[config.mk]
export PLATFORM = sky130hd
export DESIGN_NAME = ahb5_sub_mem
export DESIGN_NICKNAME = d
export VERILOG_FILES = /design/src/rtl/ahb5_sub_mem.sv
export SDC_FILE = /design/constraint.sdc
export NUM_CORES = 2
export LEC_CHECK = 0
export CAP_MARGIN = 40
export CORE_UTILIZATION = 43
export CTS_CLUSTER_SIZE = 25
export DETAILED_ROUTE_END_ITERATION = 10
export GPL_TIMING_DRIVEN = 0
export SYNTH_ARGS = -nofsm -noshare
export SYNTH_HDL_FRONTEND = slang
export SYNTH_SLANG_ARGS = --single-unit
[constraint.sdc]
create_clock -name HCLK -period 5.1 [get_ports HCLK]
set_input_delay 0.765 -clock HCLK [delete_from_list [all_inputs] [get_ports HCLK]]
set_output_delay 0.765 -clock HCLK [all_outputs]
set_load 0.05 [all_outputs]
[src/rtl/ahb5_sub_mem.sv]
// ---------------------------------------------------------------------------
// ahb5_sub_mem
//
// AHB5 subordinate backed by a single-port, word-organised memory of
// MEM_DEPTH words. The address phase is registered and the following cycle
// completes the data phase with either a zero-wait OKAY or a two-cycle
// ERROR response. BYTE, HALFWORD and WORD accesses use little-endian byte
// lanes. A read whose address phase overlaps a write data phase to the same
// word returns the merged new data.
//
// Optional build macro: WAIT_STATES_EN
//   When defined, every legal data phase is preceded by WAIT_CYCLES cycles
//   of HREADYOUT=0 (state ST_WAIT). Error responses take no extra waits.
//   When undefined, every legal transfer is zero-wait.
//
// Parameters:
//   DATA_WIDTH  - HWDATA/HRDATA width (only 32 supported)
//   ADDR_WIDTH  - HADDR width
//   MEM_DEPTH   - number of words
//   WAIT_CYCLES - wait states per legal data phase (WAIT_STATES_EN only)
//
// Ports:
//   HCLK       in   clock, rising edge
//   HRESETn    in   asynchronous active-low reset
//   HSEL       in   subordinate select
//   HADDR      in   byte address
//   HTRANS     in   IDLE/BUSY/NONSEQ/SEQ
//   HWRITE     in   1 = write, 0 = read
//   HSIZE      in   BYTE/HALFWORD/WORD
//   HBURST     in   burst type (ignored, each beat handled independently)
//   HWDATA     in   write data, valid in data phase
//   HREADY     in   bus ready (previous transfer complete)
//   HRDATA     out  read data, holds last read value between reads
//   HREADYOUT  out  this subordinate's ready
//   HRESP      out  0 = OKAY, 1 = ERROR
// ---------------------------------------------------------------------------
module ahb5_sub_mem #(
  parameter int DATA_WIDTH  = 32,
  parameter int ADDR_WIDTH  = 32,
  parameter int MEM_DEPTH   = 64,
  parameter int WAIT_CYCLES = 2
) (
  input  logic                  HCLK,
  input  logic                  HRESETn,
  input  logic                  HSEL,
  input  logic [ADDR_WIDTH-1:0] HADDR,
  input  logic [1:0]            HTRANS,
  input  logic                  HWRITE,
  input  logic [2:0]            HSIZE,
  input  logic [2:0]            HBURST,
  input  logic [DATA_WIDTH-1:0] HWDATA,
  input  logic                  HREADY,
  output logic [DATA_WIDTH-1:0] HRDATA,
  output logic                  HREADYOUT,
  output logic                  HRESP
);

  localparam int OFFSET = $clog2(MEM_DEPTH);
  localparam int LANES  = DATA_WIDTH / 8;
  localparam logic [ADDR_WIDTH-1:0] MEM_BYTES = ADDR_WIDTH'(MEM_DEPTH * 4);

  typedef enum logic [2:0] {
    ST_IDLE = 3'd0,
    ST_DATA = 3'd1,
    ST_ERR1 = 3'd2,
    ST_ERR2 = 3'd3
`ifdef WAIT_STATES_EN
    ,
    ST_WAIT = 3'd4
`endif
  } state_t;

  state_t state, state_next;

  // Registered address phase; only the bits that select word and lanes are kept.
  logic [OFFSET+1:0]     addr_q;
  logic                  write_q;
  logic [2:0]            size_q;

  logic [DATA_WIDTH-1:0] mem [MEM_DEPTH];
  logic [DATA_WIDTH-1:0] rdata_q;

  logic                  can_accept;
  logic                  accept;
  logic                  xfer_err;
  logic                  wr_en;
  logic [OFFSET-1:0]     wr_idx;
  logic [LANES-1:0]      wr_mask;
  logic                  rd_load;
  logic [OFFSET-1:0]     rd_idx;
  logic [DATA_WIDTH-1:0] rd_word;

  // Burst type and the SEQ/NONSEQ distinction do not affect decoding.
  logic unused_inputs;
  assign unused_inputs = ^{HBURST, HTRANS[0]};

`ifdef WAIT_STATES_EN
  localparam int CNT_W = (WAIT_CYCLES > 1) ? $clog2(WAIT_CYCLES) : 1;
  localparam logic [CNT_W-1:0] CNT_LOAD = (WAIT_CYCLES > 0) ? CNT_W'(WAIT_CYCLES - 1) : '0;
  localparam state_t LEGAL_TARGET = (WAIT_CYCLES > 0) ? ST_WAIT : ST_DATA;
  logic [CNT_W-1:0] wait_cnt;
`else
  localparam state_t LEGAL_TARGET = ST_DATA;
`endif

  // A new address phase can only be taken in states that drive HREADYOUT high;
  // BUSY and IDLE (HTRANS[1] == 0) are never accepted.
  always_comb begin
    can_accept = (state == ST_IDLE) || (state == ST_DATA) || (state == ST_ERR2);
    accept     = can_accept && HSEL && HREADY && HTRANS[1];
    xfer_err   = (HSIZE > 3'd2)
               || ((HSIZE == 3'd1) && HADDR[0])
               || ((HSIZE == 3'd2) && (HADDR[1:0] != 2'b00))
               || (HADDR >= MEM_BYTES);
  end

  // Write lane selection from the registered size and low address bits.
  always_comb begin
    wr_en  = (state == ST_DATA) && write_q;
    wr_idx = addr_q[OFFSET+1:2];
    case (size_q)
      3'd0:    wr_mask = 4'b0001 << addr_q[1:0];
      3'd1:    wr_mask = addr_q[1] ? 4'b1100 : 4'b0011;
      default: wr_mask = 4'b1111;
    endcase
  end

  // HRDATA is captured on the edge that enters the read data phase. In the
  // zero-wait path that is the acceptance edge, so the address comes straight
  // from HADDR and a write committing on the same edge is forwarded lane by lane.
  always_comb begin
`ifdef WAIT_STATES_EN
    if (WAIT_CYCLES == 0) begin
      rd_load = accept && !xfer_err && !HWRITE;
      rd_idx  = HADDR[OFFSET+1:2];
    end else begin
      rd_load = (state == ST_WAIT) && (wait_cnt == '0) && !write_q;
      rd_idx  = addr_q[OFFSET+1:2];
    end
`else
    rd_load = accept && !xfer_err && !HWRITE;
    rd_idx  = HADDR[OFFSET+1:2];
`endif
    rd_word = mem[rd_idx];
    for (int b = 0; b < LANES; b++) begin
      if (wr_en && (wr_idx == rd_idx) && wr_mask[b]) begin
        rd_word[8*b +: 8] = HWDATA[8*b +: 8];
      end
    end
  end

  // Memory array: cleared on reset, lane-masked update on the closing edge
  // of a write data phase.
  always_ff @(posedge HCLK or negedge HRESETn) begin
    if (!HRESETn) begin
      for (int i = 0; i < MEM_DEPTH; i++) begin
        mem[i] <= '0;
      end
    end else if (wr_en) begin
      for (int b = 0; b < LANES; b++) begin
        if (wr_mask[b]) begin
          mem[wr_idx][8*b +: 8] <= HWDATA[8*b +: 8];
        end
      end
    end
  end

  // Address phase register.
  always_ff @(posedge HCLK or negedge HRESETn) begin
    if (!HRESETn) begin
      addr_q  <= '0;
      write_q <= 1'b0;
      size_q  <= 3'd0;
    end else if (accept) begin
      addr_q  <= HADDR[OFFSET+1:0];
      write_q <= HWRITE;
      size_q  <= HSIZE;
    end
  end

  // Read data register.
  always_ff @(posedge HCLK or negedge HRESETn) begin
    if (!HRESETn) begin
      rdata_q <= '0;
    end else if (rd_load) begin
      rdata_q <= rd_word;
    end
  end

  // State register.
  always_ff @(posedge HCLK or negedge HRESETn) begin
    if (!HRESETn) begin
      state <= ST_IDLE;
    end else begin
      state <= state_next;
    end
  end

`ifdef WAIT_STATES_EN
  // Wait-state down-counter, loaded when a legal transfer is accepted.
  always_ff @(posedge HCLK or negedge HRESETn) begin
    if (!HRESETn) begin
      wait_cnt <= '0;
    end else if (accept && !xfer_err) begin
      wait_cnt <= CNT_LOAD;
    end else if ((state == ST_WAIT) && (wait_cnt != '0)) begin
      wait_cnt <= wait_cnt - 1'b1;
    end
  end
`endif

  // Next-state and response outputs.
  always_comb begin
    state_next = state;
    HREADYOUT  = 1'b1;
    HRESP      = 1'b0;
    case (state)
      ST_ERR1: begin
        HREADYOUT  = 1'b0;
        HRESP      = 1'b1;
        state_next = ST_ERR2;
      end
`ifdef WAIT_STATES_EN
      ST_WAIT: begin
        HREADYOUT = 1'b0;
        if (wait_cnt == '0) begin
          state_next = ST_DATA;
        end
      end
`endif
      default: begin
        if (state == ST_ERR2) begin
          HRESP = 1'b1;
        end
        if (accept) begin
          state_next = xfer_err ? ST_ERR1 : LEGAL_TARGET;
        end else begin
          state_next = ST_IDLE;
        end
      end
    endcase
  end

  assign HRDATA = rdata_q;

endmodule

==> report_table.html <==
<table>
<tr><th>Metric</th><th>Value</th></tr>
<tr><th colspan="2">Clock network</th></tr>
<tr><td>Clk slew on worst S/H paths</td><td>about 0.060 ns</td></tr>
<tr><td>TritonCTS clock tree</td><td>done</td></tr>
<tr><td>Buffer depth of the longest clock path</td><td>3</td></tr>
<tr><td>Clock H-tree levels</td><td>4</td></tr>
<tr><td>Master cell of the clock root buffer</td><td>clkbuf_16</td></tr>
<tr><td>Clock latency at the later pin of the worst-skew pair</td><td>between 0.9 and 1 ns</td></tr>
<tr><td>Clock net sink count</td><td>2,094</td></tr>
<tr><td>Number of buffers added by the clock tree synthesis step</td><td>between 200 and 250</td></tr>
<tr><th colspan="2">Setup path</th></tr>
<tr><td>Worst flop-to-flop path startpoint</td><td>addr_q[5]</td></tr>
<tr><td>Cell class contributing the biggest share of worst-path delay</td><td>buffers and inverters</td></tr>
<tr><td>Kind of start point of the critical path</td><td>input port</td></tr>
<tr><td>Data arrival time at the worst-slack endpoint</td><td>roughly 5.7 ns</td></tr>
<tr><td>Top fanout value on the critical path</td><td>10</td></tr>
<tr><td>Type of the setup path with the least slack</td><td>input port to flip-flop</td></tr>
<tr><td>Highest-delay cell along the critical path</td><td>buf_2</td></tr>
<tr><td>Worst Setup SP</td><td>HADDR[5]</td></tr>
<tr><td>Maximum single-stage delay on the critical path</td><td>around 0.94 ns</td></tr>
<tr><td>Count of buffering cells on the critical path with inverters included</td><td>5</td></tr>
<tr><td>Cell breakdown of the critical path</td><td>clkdlybuf4s50_1, buf_2, buf_4, clkbuf_2, buf_2, nand2_1, a221oi_1, o21ai_0, nand4_1, a21oi_1</td></tr>
<tr><td>Crit. End Element</td><td>flip-flop</td></tr>
<tr><td>WP data required</td><td>approximately 5.9 ns</td></tr>
<tr><td>CP most frequent cell</td><td>buf_2</td></tr>
<tr><th colspan="2">Yosys</th></tr>
<tr><td>Top cell types by occurrence after synthesis</td><td>dfrtp_1 (2,094), mux2_2 (2,075), mux4_2 (478), clkbuf_1 (303), nor2_1 (248)</td></tr>
<tr><td>Number of enable-type register cells in the synthesized netlist</td><td>0</td></tr>
<tr><td>Post-synth top area cell</td><td>dfrtp_1</td></tr>
<tr><td>Async set-or-reset flop fraction in the synthesized netlist</td><td>1.00</td></tr>
<tr><td>Yosys warns</td><td>0</td></tr>
<tr><td>Netlist area before placement</td><td>between 90,000 and 100,000 µm²</td></tr>
<tr><td>Main area contributors after synthesis</td><td>dfrtp_1 (55%), mux2_2 (24%), mux4_2 (11%)</td></tr>
<tr><td>Number of nets produced by synthesis</td><td>roughly 6,400</td></tr>
<tr><td>Number of different library cells in the post-synthesis netlist</td><td>60</td></tr>
<tr><td>Cell with the most instances after synthesis</td><td>dfrtp_1</td></tr>
<tr><td>Number of instances in the synthesized netlist</td><td>~6,300</td></tr>
<tr><td>Yosys reg bits</td><td>around 2,100</td></tr>
<tr><td>Post-synth top area share</td><td>0.547</td></tr>
<tr><td>Post-Syn Area per Cell</td><td>between 15 and 20 µm²</td></tr>
<tr><td>Sequential share of the synthesized area</td><td>0.547</td></tr>
<tr><td>Post-synth top flop</td><td>dfrtp_1</td></tr>
<tr><th colspan="2">Global routing</th></tr>
<tr><td>Number of antenna violations at the first check in global routing</td><td>39</td></tr>
<tr><td>Global-route total usage across every layer</td><td>0.367</td></tr>
<tr><td>Maximum number of pins on one net before global-route repair</td><td>around 180</td></tr>
<tr><td>Global-route congestion overflow total</td><td>0</td></tr>
<tr><td>Via count of the first global-routing pass</td><td>about 64,000</td></tr>
<tr><td>Global-route wire length before repair</td><td>approximately 560 mm</td></tr>
<tr><th colspan="2">Cells and area</th></tr>
<tr><td>Share of cells above drive strength 1</td><td>0.485</td></tr>
<tr><td>Count of filler cells inserted in the layout</td><td>about 19,000</td></tr>
<tr><td>Register Area</td><td>between 50,000 and 60,000 µm²</td></tr>
<tr><td>Area of the multi-input gates</td><td>between 40,000 and 50,000 µm²</td></tr>
<tr><td>Area added between synthesis and finish</td><td>16.5%</td></tr>
<tr><td>Non-Filler Instances</td><td>just over 10,000</td></tr>
<tr><td>Fraction of the core area covered by cells at the end of the flow</td><td>0.506</td></tr>
<tr><td>Net count reported at finish</td><td>about 7,000</td></tr>
<tr><th colspan="2">Route</th></tr>
<tr><td>Drt drc</td><td>0</td></tr>
<tr><td>Number of DRC markers after the initial detailed-route iteration</td><td>between 8,000 and 9,000</td></tr>
<tr><td>Post-DR vias/cell</td><td>approximately 6.5</td></tr>
<tr><td>Router iterations before antenna repair</td><td>6</td></tr>
<tr><td>Total vias in the final route</td><td>approximately 65,000</td></tr>
<tr><td>Remaining antenna violation count</td><td>0</td></tr>
<tr><td>Post-detailed-route wirelength per cell</td><td>40.9 µm</td></tr>
<tr><td>Total Wirelength</td><td>around 410 mm</td></tr>
<tr><th colspan="2">Die</th></tr>
<tr><td>Floorplan die height</td><td>about 470 µm</td></tr>
<tr><td>Std-Cell Rows</td><td>~170</td></tr>
<tr><td>Area of the core region</td><td>approximately 220,000 µm²</td></tr>
<tr><td>Width of the die</td><td>between 400 and 500 µm</td></tr>
<tr><td>Area of the die</td><td>around 220,000 µm²</td></tr>
<tr><td>Total I/O pin count</td><td>roughly 110</td></tr>
<tr><td>Initial standard-cell utilization of the core</td><td>0.434</td></tr>
<tr><th colspan="2">Worst hold path</th></tr>
<tr><td>Start point of the worst hold path</td><td>HWDATA[23]</td></tr>
<tr><td>Min-delay worst type</td><td>input port to flip-flop</td></tr>
<tr><th colspan="2">Placement</th></tr>
<tr><td>Global placer's final weighted congestion</td><td>between 1 and 1.5</td></tr>
<tr><td>Port buffer count</td><td>slightly above 70</td></tr>
<tr><td>Cells after DPL</td><td>9,605</td></tr>
<tr><td>Placed wire-length estimate</td><td>between 200 and 300 mm</td></tr>
<tr><th colspan="2">STA</th></tr>
<tr><td>Post-route clock skew</td><td>approximately 0.042 ns</td></tr>
<tr><td>Number of endpoints with negative hold slack in the final report</td><td>0</td></tr>
<tr><td>Total setup violations reported at the end of the flow</td><td>0</td></tr>
<tr><td>Final-layout worst hold slack</td><td>roughly 0.32 ns</td></tr>
<tr><td>Period minus WS final</td><td>roughly 4.9 ns</td></tr>
<tr><td>Setup repair after global routing missed its margin</td><td>no</td></tr>
<tr><td>Top achievable clock speed</td><td>approximately 200 MHz</td></tr>
<tr><td>Max_slew headroom</td><td>0.229</td></tr>
<tr><td>Pins Over Slew Limit</td><td>0</td></tr>
<tr><td>Worst Max-Slew Pin Slew</td><td>~1.2 ns</td></tr>
<tr><td>Post-route fraction of the period consumed by the critical path</td><td>0.967</td></tr>
<tr><th colspan="2">Power and ir drop</th></tr>
<tr><td>Leakage</td><td>50.9 nW</td></tr>
<tr><td>IR Drop Worst-Case VDD</td><td>around 420 µV</td></tr>
<tr><td>Power per cell area</td><td>404 nW/µm²</td></tr>
<tr><td>Post-layout total power</td><td>about 45 mW</td></tr>
<tr><th colspan="2">Run</th></tr>
<tr><td>Number of violations of the max-capacitance limit</td><td>0</td></tr>
<tr><th colspan="2">Status</th></tr>
<tr><td>Outcome</td><td>finished clean</td></tr>
</table>
metal layers:
layer | track usage | wire length [µm] | up-vias
met5 | 0.00151 | 82 | -
met4 | 0.235 | 31700 | 14
met3 | 0.145 | 52600 | 1139
met2 | 0.505 | 169000 | 4231
met1 | 0.480 | 157000 | 35195
li1 | - | - | 24684
cells by family after synthesis:
kind of cell | count (synthesis) | share of synthesized area
mux | 2736 | 0.375
flops | 2094 | 0.547
simple gates | 656 | 0.0311
buf+inv | 478 | 0.0232
compound gates | 318 | 0.0226
xor+xnor | 6 | 0.000549
through the flow:
step                      cell area [µm²]  TNS [ns]  setup WS (ns)
after floorplan                     95800         0           2.27
after global placement             100000         -         -90.82
after detailed placement           104000     -7.09         -0.734
after CTS                          111000         0          0.218
after global routing               112000         0          0.463
final                              112000         0          0.166
power breakdown:
group | internal [mW] | switching, mW | leakage [nW] | total, mW
clock | 9.73 | 7.12 | 3.75 | 16.9
sequential | 19.1 | 1.25 | 27.9 | 20.4
combinational | 3.62 | 4.30 | 19.2 | 7.92
worst reg2reg max path, stage by stage, from the launching register on:
cell and delay (ns):
dfrtp_1 0.35, buf_2 0.19, xor2_1 0.19, nor4_2 0.79, nand2_1 0.60, nor2_1 0.53
buf_4 0.28, nor3b_1 0.08, a2111oi_0 0.70, a21oi_1 0.15
cells in the final DEF, fill, tap and decap left out, types with 76 or more instances in the layout:
master / count
buf_2: 92
buf_4: 171
buf_6: 76
clkbuf_1: 324
clkbuf_16: 227
dfrtp_1: 2094
mux2_2: 2075
mux2i_1: 183
mux4_2: 478
nand2_1: 164
nand3_1: 113
nor2_1: 224
worst paths after layout:
kind / end / slack [ns] / cells after the start
min: HRDATA[23] / 0.32 / 3
max reg2reg: HRDATA[26] / 1.09 / 9
max in group asynchronous: mem[633] / 1.82 / 5
min reg2reg: mem[188] / 0.50 / 1
max: HRDATA[3] / 0.17 / 10
min in group asynchronous: mem[966] / 0.43 / 2
cell type report:
class,instances,share of cell area
Antenna cell,27,0.000605
Sequential cell,2094,0.470
Clock inverter,58,0.00593
Inverter,3,0.000101
Clock buffer,354,0.0618
Tap cell,2958,0.0332
Timing Repair Buffer,366,0.0391
Buffer,475,0.0202
Multi-Input combinational cell,3716,0.370
sequential cells by signal (all words and copies together), names as in the netlist:
register / count
state: 2
addr_q: 8
HRDATA: 32
size_q: 3
mem: 2048
write_q: 1
repair_timing:
action,CTS,global route
hold buffers,1,0
hold endpoints to repair,66,0
buffers inserted,0,0
resized for setup,0,0
No activity file was read; power rests on OpenSTA's default activity.
